--- src/rtl/teamplayer_n.sv ---
`default_nettype none
// ============================================================================
// teamplayer_n : Team Player style multitap engine serving NPADS sub-pads
//                through one controller port via the TH/TR/TL nibble handshake.
// Revision     : 1.0
// ============================================================================
module teamplayer_n #(
  parameter int NPADS   = 4,
  parameter int ACK_DLY = 3
) (
  input  logic                  CLK,
  input  logic                  RESET,
  input  logic                  CE,
  input  logic                  PORT,
  input  logic                  SEL,
  input  logic [4:1]            A,
  input  logic                  RNW,
  input  logic [7:0]            DI,
  output logic [7:0]            DO,
  output logic                  DTACK_N,
  input  logic [12*NPADS-1:0]   PAD,
  input  logic [2*NPADS-1:0]    PAD_TYPE
);

  localparam int c_IDX_MAX = 4 + 4*NPADS;
  localparam int c_IDXW    = $clog2(c_IDX_MAX + 1);
  localparam int c_CNTW    = $clog2(ACK_DLY + 1);

  typedef enum logic [0:0] {
    S_IDLE  = 1'b0,
    S_FRAME = 1'b1
  } state_t;

  state_t                r_state;
  logic [6:0]            r_data;
  logic [6:0]            r_ctrl;
  logic [c_IDXW-1:0]     r_idx;
  logic [c_CNTW-1:0]     r_cnt;
  logic                  r_pending;
  logic                  r_tl;
  logic                  r_tr_prev;
  logic [3:0]            r_nib;
  logic [12*NPADS-1:0]   r_snap_pad;
  logic [2*NPADS-1:0]    r_snap_type;

  logic                  w_th;
  logic                  w_tr;
  logic                  w_data_adr;
  logic                  w_ctrl_adr;
  logic [3:0]            w_nib;
  logic                  w_unused;

  assign w_th       = r_ctrl[6] ? r_data[6] : 1'b1;
  assign w_tr       = r_ctrl[5] ? r_data[5] : 1'b1;
  assign w_data_adr = (A == (PORT ? 4'd2 : 4'd1));
  assign w_ctrl_adr = (A == (PORT ? 4'd5 : 4'd4));
  assign w_unused   = ^{DI[7], r_data[4:0]};

  // Active-low button nibble k (0..2) of one pad.
  function automatic logic [3:0] f_pad_nib(input logic [11:0] p, input int k);
    logic [3:0] n;
    case (k)
      0:       n = ~{p[3], p[2], p[1], p[0]};
      1:       n = ~{p[7], p[4], p[6], p[5]};
      default: n = ~{p[8], p[9], p[10], p[11]};
    endcase
    return n;
  endfunction

  // Nibble at sequence position ii, walking the variable-length data section.
  function automatic logic [3:0] f_nibble(input int ii,
                                          input logic [12*NPADS-1:0] pads,
                                          input logic [2*NPADS-1:0] types);
    logic [3:0] nib;
    int         pos;
    int         k;
    nib = 4'hF;
    pos = 4 + NPADS;
    if (ii == 0) begin
      nib = 4'h3;
    end else if (ii == 1) begin
      nib = 4'hF;
    end else if (ii < 4) begin
      nib = 4'h0;
    end else if (ii < 4 + NPADS) begin
      for (int q = 0; q < NPADS; q++) begin
        if (ii == 4 + q) begin
          case (types[2*q +: 2])
            2'd1:    nib = 4'h0;
            2'd2:    nib = 4'h1;
            default: nib = 4'hF;
          endcase
        end
      end
    end else begin
      for (int q = 0; q < NPADS; q++) begin
        k = ii - pos;
        case (types[2*q +: 2])
          2'd1: begin
            if (k >= 0 && k < 2) nib = f_pad_nib(pads[12*q +: 12], k);
            pos = pos + 2;
          end
          2'd2: begin
            if (k >= 0 && k < 3) nib = f_pad_nib(pads[12*q +: 12], k);
            pos = pos + 3;
          end
          default: ;
        endcase
      end
    end
    return nib;
  endfunction

  always_comb begin
    w_nib = f_nibble(int'(r_idx), r_snap_pad, r_snap_type);
  end

  always_ff @(posedge CLK) begin
    if (RESET) begin
      r_data <= 7'h7F;
      r_ctrl <= 7'h00;
    end else if (SEL && !RNW) begin
      if (w_data_adr) r_data <= DI[6:0];
      if (w_ctrl_adr) r_ctrl <= DI[6:0];
    end
  end

  always_ff @(posedge CLK) begin
    if (RESET) begin
      DO      <= 8'hFF;
      DTACK_N <= 1'b1;
    end else begin
      DTACK_N <= ~SEL;
      if (SEL && RNW) begin
        if (w_data_adr)      DO <= {1'b0, w_th, w_tr, r_tl, r_nib};
        else if (w_ctrl_adr) DO <= {1'b0, r_ctrl};
        else                 DO <= 8'hFF;
      end
    end
  end

  always_ff @(posedge CLK) begin
    if (RESET) begin
      r_state     <= S_IDLE;
      r_idx       <= '0;
      r_cnt       <= '0;
      r_pending   <= 1'b0;
      r_tl        <= 1'b1;
      r_tr_prev   <= 1'b1;
      r_nib       <= 4'h3;
      r_snap_pad  <= '0;
      r_snap_type <= '0;
    end else begin
      case (r_state)
        S_IDLE: begin
          r_idx     <= '0;
          r_cnt     <= '0;
          r_pending <= 1'b0;
          r_tl      <= 1'b1;
          r_nib     <= 4'h3;
          if (!w_th) begin
            r_state     <= S_FRAME;
            r_tl        <= 1'b0;
            r_tr_prev   <= w_tr;
            r_snap_pad  <= PAD;
            r_snap_type <= PAD_TYPE;
          end
        end
        default: begin
          if (w_th) begin
            r_state   <= S_IDLE;
            r_idx     <= '0;
            r_cnt     <= '0;
            r_pending <= 1'b0;
            r_tl      <= 1'b1;
            r_nib     <= 4'h3;
          end else begin
            // Expiry is applied first; a TR edge in the same cycle overrides it.
            if (r_pending && CE) begin
              if (r_cnt == c_CNTW'(1)) begin
                r_nib     <= w_nib;
                r_tl      <= w_tr;
                r_pending <= 1'b0;
                r_cnt     <= '0;
              end else begin
                r_cnt <= r_cnt - c_CNTW'(1);
              end
            end
            if (w_tr != r_tr_prev) begin
              r_tr_prev <= w_tr;
              r_pending <= 1'b1;
              r_cnt     <= c_CNTW'(ACK_DLY);
              if (r_idx != c_IDXW'(c_IDX_MAX)) r_idx <= r_idx + c_IDXW'(1);
            end
          end
        end
      endcase
    end
  end

endmodule
`default_nettype wire

--- config.mk ---
export PLATFORM = sky130hd
export DESIGN_NAME = teamplayer_n
export DESIGN_NICKNAME = d
export VERILOG_FILES = /design/src/rtl/teamplayer_n.sv
export SDC_FILE = /design/constraint.sdc
export NUM_CORES = 1
export LEC_CHECK = 0
export CORE_MARGIN = 5
export CORE_UTILIZATION = 55
export DETAILED_ROUTE_END_ITERATION = 12
export DONT_BUFFER_PORTS = 1
export GPL_ROUTABILITY_DRIVEN = 0
export HOLD_SLACK_MARGIN = 0.06
export PLACE_DENSITY = 0.74
export SLEW_MARGIN = 40
export SYNTH_ARGS = -nofsm -noshare
export SYNTH_HDL_FRONTEND = slang
export SYNTH_SLANG_ARGS = --single-unit
export TNS_END_PERCENT = 10
--- constraint.sdc ---
create_clock -name CLK -period 4.24 [get_ports CLK]
set_input_delay 0.636 -clock CLK [delete_from_list [all_inputs] [get_ports CLK]]
set_output_delay 0.636 -clock CLK [all_outputs]
set_load 0.01 [all_outputs]
==> results of run 1 <==
==> sequential cells by signal, indices dropped and copies added (netlist names) <==
register / count
r_pending: 1
r_nib: 4
r_ctrl: 7
r_tl: 1
r_idx: 5
r_cnt: 2
DTACK_N: 1
r_state: 1
DO: 8
r_snap_type: 8
r_snap_pad: 48
r_tr_prev: 1
r_data: 2
==> layer usage <==
metal  routed length (microns)  vias up  part of all wire (%)
met2                      5721      129                    48
met4                       186        0                   1.5
met3                       623       18                   5.2
met5                         0        -                     0
li1                          -     2211                     -
met1                      5497     2073                    46
==> synth_stat cells (7+ instances only) <==
library cell  number  area (sq um)
o21ai_0           13         65.06
dfxtp_1           89          1782
mux2_2            10         112.6
buf_1              8         30.03
ha_1              33         412.9
a211oi_1           7         52.55
clkbuf_1          22         82.58
inv_1             27         101.4
mux2i_1           19         190.2
nor3_1             7         35.03
nor2_1            41         153.9
a211o_1            8         70.07
nand2_1          139         521.8
nand2b_1          10         62.56
a21oi_1           82         410.4
o211ai_1           8         60.06
o22ai_1           12         75.07
==> area by class of cell <==
class	instances	area share, %
Clock buffer	11	2.512
Clock inverter	5	1.111
Timing Repair Buffer	10	1.534
Sequential cell	89	31.70
Multi-Input combinational cell	490	58.41
Tap cell	129	2.867
Inverter	28	1.867
==> report_power, final <==
group,switching (uW),total (uW),internal (uW)
sequential,6.72,848,841
combinational,7.98,17.7,9.71
clock,298,590,292
==> kinds of logic (layout without fill, tap and decap cells) <==
logic type      Yosys count  in the layout
buf+inv                  66             54
mux                      30             30
compound gates          173            173
xor+xnor                  8              8
simple gates            242            242
fa+ha+maj                37             37
flops                    89             89
==> how the worst min path moves through the flow <==
| stage | from | endpoint | slack (ns) |
|---|---|---|---|
| 3_3_place_gp | r_snap_pad[39] | r_snap_pad[39] | 0.44 |
| 3_5_place_dp | r_snap_pad[42] | r_snap_pad[42] | 0.44 |
| 4_1_cts | RESET | r_snap_pad[40] | 0.32 |
| 5_1_grt | RESET | r_ctrl[1] | 0.32 |
| 6_report | RESET | r_snap_type[7] | 0.34 |
| 2_1_floorplan | r_snap_pad[24] | r_snap_pad[24] | 0.43 |
==> per-stage QoR <==
step	worst slack [ns]	setup TNS (ns)
floorplan	0.08677	0
global placement	0.04147	0
detailed placement	-0.1327	-0.3368
CTS	0.02970	0
global route	-0.1175	-0.2251
finish	0.1990	0
==> critical path, delay by kind of cell, from the launching register on <==
kind / cells / cell delay (ns)
AOI/OAI and AO/OA: 10 / 1.48
adders and majority gates: 4 / 1.36
and+or+nand+nor: 1 / 0.30
buffers and inverters: 5 / 0.49
DFF: 1 / 0.36
==> what timing repair did <==
action / 4_1_cts / 5_1_grt
pin swaps: 1 / 4
setup buffers: 1 / 1
gates resized for setup: 3 / 19
endpoints found under the setup margin: 3 / 4
==> cells in the final DEF, fill, tap and decap left out, types with 5 or more instances in the layout <==
master	netlist	layout
a211o_1	8	8
a211oi_1	7	6
a21oi_1	82	80
a221oi_2	1	5
buf_4	3	8
clkbuf_8	0	10
dfxtp_1	89	87
ha_1	33	31
inv_1	27	27
mux2_2	10	10
mux2i_1	19	19
nand2_1	139	139
nand2b_1	10	10
nor2_1	41	39
nor3_1	7	7
o211ai_1	8	8
o21ai_0	13	13
o22a_1	5	5
o22ai_1	12	12
xor2_1	5	5
==> results.cfg, run 1 <==
[routing]
drc = 0
wl_per_cell_microns = 15.79
via_per_inst = 5.815
drt.antenna.violating_nets = 0
drtPass1Iterations = 5
wl_microns = 12030
vias = 4431
drt-initial-drc-count = 256

[yosys]
synthMuxAreaShare_pct = 6.082
synth-xor-area-share_pct = 1.341
synth-compound-area-share_pct = 21.74
synth_cells = 645
synth_nets = 755
synth_area_per_cell_sq_um = 8.101
synth_top_family_by_area = simple AND/OR/NAND/NOR gates
ys_seq_area_share_pct = 34.10
synth_seq_cells = 89
yosys_warnings = 0
synth.distinct_cells = 67
synth_edf_count = 0
yosys_most_used_dff = dfxtp_1
synthAdderAreaFrac_pct = 9.267
synth_area_sq_mm = 0.005225
yosys.area_share.simple_pct = 22.27
synthArstFlopShare_pct = 0

[global_route]
grt_busiest_layer = met2
antenna_found_initial = 0
grt_pass1_wl_microns = 19840
use_met1_pct = 27.61
track_usage_pct = 20.92
grt_use_met3_pct = 4.559
grtUsageMet2_pct = 34.32
overflow = 0
grt_max_degree = 77
grt_pass1_vias = 4326

[sta]
fmax_mhz = 247.5
min_period_ns = 4.041
setup_violations = 0
final.period_utilization_pct = 95.31
slew_violations = 0
finalHoldViolCount = 0
whs_ns = 0.3422
rsz0062_at_grt = yes
max_slew_margin_pct = 51.25
worstMarginPinSlew_ns = 0.7250
skew_ns = 0.01270

[cts]
clk_pin_slew_ns = 0.09
clk_path_buf_depth = 2
cts.sinks = 89
ctsHtreeMaxLevel = 3
worstSkewPairLatency_ns = 0.35
clockRootBuffer = clkbuf_8
cts_tree = yes
holdBufCountCts = 0
cts_made_buffers = 9

[floorplan]
die_h_microns = 107.5
die-area_sq_mm = 0.01155
die_w_microns = 107.5
fp-row-count = 35
floorplan.initialDensity_pct = 56.55
io_pins = 83
core_sq_mm = 0.009240

[job]
max-cap-violations = 0

[worst_setup_path]
r2r_start = r_snap_type[2]
crit_required_ns = 4.52
path_class = register to register
cp-startpoint = r_snap_type[2]
endpoint = r_nib[1]
rr_endpoint = r_nib[1]
path_cells = inv_1 > ha_4 > inv_1 > a21oi_1 > a31oi_2 > buf_4 > o21ai_0 > ha_1 > inv_1 > fa_1 > a21o_1 > a21oi_2 > fa_1 > inv_1 > a2111oi_4 > o211ai_1 > o31ai_4 > nor3_4 > a221oi_2 > a21oi_1
critPathMaxFanout = 5
path_common_cell = inv_1
end_kind = register
cp-start-kind = register
r2r_cells = 20
regToRegSetupSlack_ns = 0.20
critPathSlowestCell = fa_1
max_stage_delay_ns = 0.43
cp_data_arrival_time_ns = 4.32

[finish]
final_cells = 762
drive_gt1_share_pct = 11.69
final_area_sq_mm = 0.005629
multi_input_area_sq_mm = 0.003288
diodes = 0
finish.utilization_pct = 60.92
seqCellArea_sq_mm = 0.001784
area_growth_pct = 7.735
fill_cells = 818
fin_nets = 738

[placed_design]
portBuffers = 0
dpl_cell_area_sq_mm = 0.005298
dp.cells = 744
hpwlAfterDp_microns = 8845

[pwr]
total_power_uw = 1455
irDropWorstVdd_mv = 0.2330
power_density_mw_per_mm2 = 258.5
p_leak_uw = 0.002042

[worst_hold_path]
hp-class = input pin to register
hold-path-cell-count = 1

[status]
status = completed
No activity file was read; power rests on OpenSTA's default activity.
==> inputs of run 2 (changes only) <==
Settings changed: ABC_AREA from default to 1.
==> run 2 against run 1 <==
Register-to-register slack got worse by 0.11 ns. Critical path depth increased by 9. Synthesized cell count increased by 20%. Global-route usage increased by 1.7 points. Via count increased by 14%.
==> results.cfg, run 2 <==
[global_route]
antenna_found_initial = 0
overflow = 0
grt_pass1_vias = 4802
grt_pass1_wl_microns = 21530
track_usage_pct = 22.64
grt_max_degree = 64

[worst_setup_path]
critPathSlowestCell = fa_1
end_kind = register
max_stage_delay_ns = 0.51
critPathMaxFanout = 4
path_common_cell = nand2_1
endpoint = r_nib[1]
crit_required_ns = 4.55
cp-startpoint = r_snap_type[2]
r2r_start = r_snap_type[2]
cp_data_arrival_time_ns = 4.46
r2r_cells = 29
cp-start-kind = register
rr_endpoint = r_nib[1]
path_class = register to register
regToRegSetupSlack_ns = 0.09

[sta]
whs_ns = 0.3171
worstMarginPinSlew_ns = 0.7189
fmax_mhz = 240.8
setup_tns_ns = 0
max_slew_margin_pct = 51.68
min_period_ns = 4.152
finalHoldViolCount = 0
slew_violations = 0
setup_violations = 0
setup_slack_ns = 0.08763
final.period_utilization_pct = 97.93
rsz0062_at_grt = yes
skew_ns = 0.02377

[pwr]
p_sw_share_pct = 23.79
p_int_uw = 1198
p_sw_uw = 373.8
p_leak_uw = 0.002372
power.share.clock_pct = 43.2
power_density_mw_per_mm2 = 265.9
pwr-share-comb_pct = 2.8
irDropWorstVdd_mv = 0.2348
pwr-share-seq_pct = 54.0

[routing]
wl_met2_microns = 6502
drt.antenna.violating_nets = 0
drt-initial-drc-count = 246
drtPass1Iterations = 7
m1WireLength_microns = 5870
highest_layer = met4
wl_microns = 13500
wl_per_cell_microns = 14.73
drc = 0
vias = 5057
via_per_inst = 5.521
wl_met3_microns = 780

[floorplan]
io_pins = 83
floorplan.initialDensity_pct = 56.52
die_h_microns = 107.4
fp-row-count = 35
core_sq_mm = 0.009240
die-area_sq_mm = 0.01154
die_w_microns = 107.4

[cts]
cts.sinks = 89
cts_tree = yes
clockRootBuffer = clkbuf_8
clk_path_buf_depth = 2
worstSkewPairLatency_ns = 0.38
clk_pin_slew_ns = 0.11
cts_made_buffers = 9
holdBufCountCts = 0
ctsHtreeMaxLevel = 3

[finish]
layout_common_cells = nand2_1, inv_1, a21oi_1, dfxtp_1, o21ai_0
final_cells = 916
fin_nets = 892
diodes = 0
final_area_sq_mm = 0.005909
area_growth_pct = 13.15
fill_cells = 798
largest_reg_flops = 48
drive_gt1_share_pct = 12.96
final_common_cell = nand2_1
top_regs = r_snap_pad x48, DO x8, r_snap_type x8
top_register = r_snap_pad

[job]
max-cap-violations = 0

[placed_design]
post-place-ws_ns = -0.04764
hpwlAfterDp_microns = 9589
portBuffers = 0
dp.cells = 888
dpl_cell_area_sq_mm = 0.005383

[yosys]
synth_top_area_cell = dfxtp_1
synth_cells = 771
synth_top_area_share_pct = 34.12
ys_seq_area_share_pct = 34.12
synth_area_per_cell_sq_um = 6.774
yosys_most_used_dff = dfxtp_1
synth_edf_count = 0
yosysMostFrequentCell = nand2_1
synth_area_leaders = dfxtp_1, nand2_1, a21oi_1
synth_area_sq_mm = 0.005223
synth_seq_cells = 89
yosys_warnings = 0
synth_nets = 881
synth.distinct_cells = 41
synthArstFlopShare_pct = 0
ys_top_cells_by_count = nand2_1, inv_1, a21oi_1, dfxtp_1, o21ai_0

[status]
status = completed

[worst_hold_path]
hp-class = input pin to register
-- run 2: cell types whose count changed after synthesis, moves of 10 or more --
| cell | change |
|---|---|
| a21oi_1 | +15 |
| mux2i_1 | -19 |
| nand2_1 | +26 |
| inv_1 | +94 |
| nand2b_1 | -10 |
| nand3_1 | +36 |
| mux2_2 | -10 |
| o21ai_0 | +59 |
-- run 2: per-stage QoR --
step,util [%],power [uW]
global route,63.95,1619
finish,63.95,1571
global placement,58.04,908.8
detailed placement,58.25,911.0
CTS,60.88,1576
floorplan,-,902.2
-- run 2: worst min-delay path by stage --
stage	cells past startpoint	from	slack [ns]	end
detailed placement	2	r_snap_pad[6]	0.44	r_snap_pad[6]
floorplan	2	r_snap_pad[47]	0.42	r_snap_pad[47]
CTS	1	RESET	0.31	r_ctrl[3]
global route	1	RESET	0.30	r_ctrl[3]
finish	1	RESET	0.32	r_ctrl[3]
global placement	2	r_snap_pad[34]	0.43	r_snap_pad[34]
-- run 2: what timing repair did --
item	in CTS	in global routing
cloned	0	0
pin swaps	1	23
gates resized for setup	3	50
buffers inserted	1	11
setup endpoints to repair	4	4
-- run 2: power groups by stage --
stage	registers [uW]	logic [uW]	clock network [uW]
2_1_floorplan	867	35.4	0
3_3_place_gp	868	40.6	0
3_5_place_dp	868	42.6	0
4_1_cts	849	42.8	685
5_1_grt	850	51.8	717
6_report	849	43.5	679
-- run 2: worst max-delay path, delay by kind of cell (launching register included) --
kind | cells | cell delay (ns)
simple gates | 16 | 1.59
fa+ha+maj | 4 | 1.24
buf+inv | 5 | 0.53
compound gates | 4 | 0.36
flops | 1 | 0.34
-- run 2: per-layer routing --
metal / GRT usage [%] / up-vias
met3: 6.299 / 36
met1: 28.21 / 2320
li1: - / 2545
met2: 38.47 / 156
met4: 6.041 / 0
met5: 0 / -
-- run 2: cell type report --
type | count | area, sq um | share of cell area [%]
multi-input cells | 531 | 3043 | 51.49
flip-flops and latches | 89 | 1787 | 30.23
inverters | 126 | 481.7 | 8.152
repair buffers | 25 | 211.5 | 3.578
well taps | 129 | 161.4 | 2.731
clock buffers | 10 | 127.6 | 2.160
clock inverters | 6 | 97.59 | 1.651
-- run 2: kinds of logic after synthesis --
family                   Yosys count  synth area share, %
AND/OR/NAND/NOR                  285                23.38
AO/OA/AOI/OAI                    206                21.54
buffers and inverters            151                11.24
flip-flops                        89                34.12
adder cells (fa/ha/maj)           36                9.056
XOR/XNOR                           4               0.6709
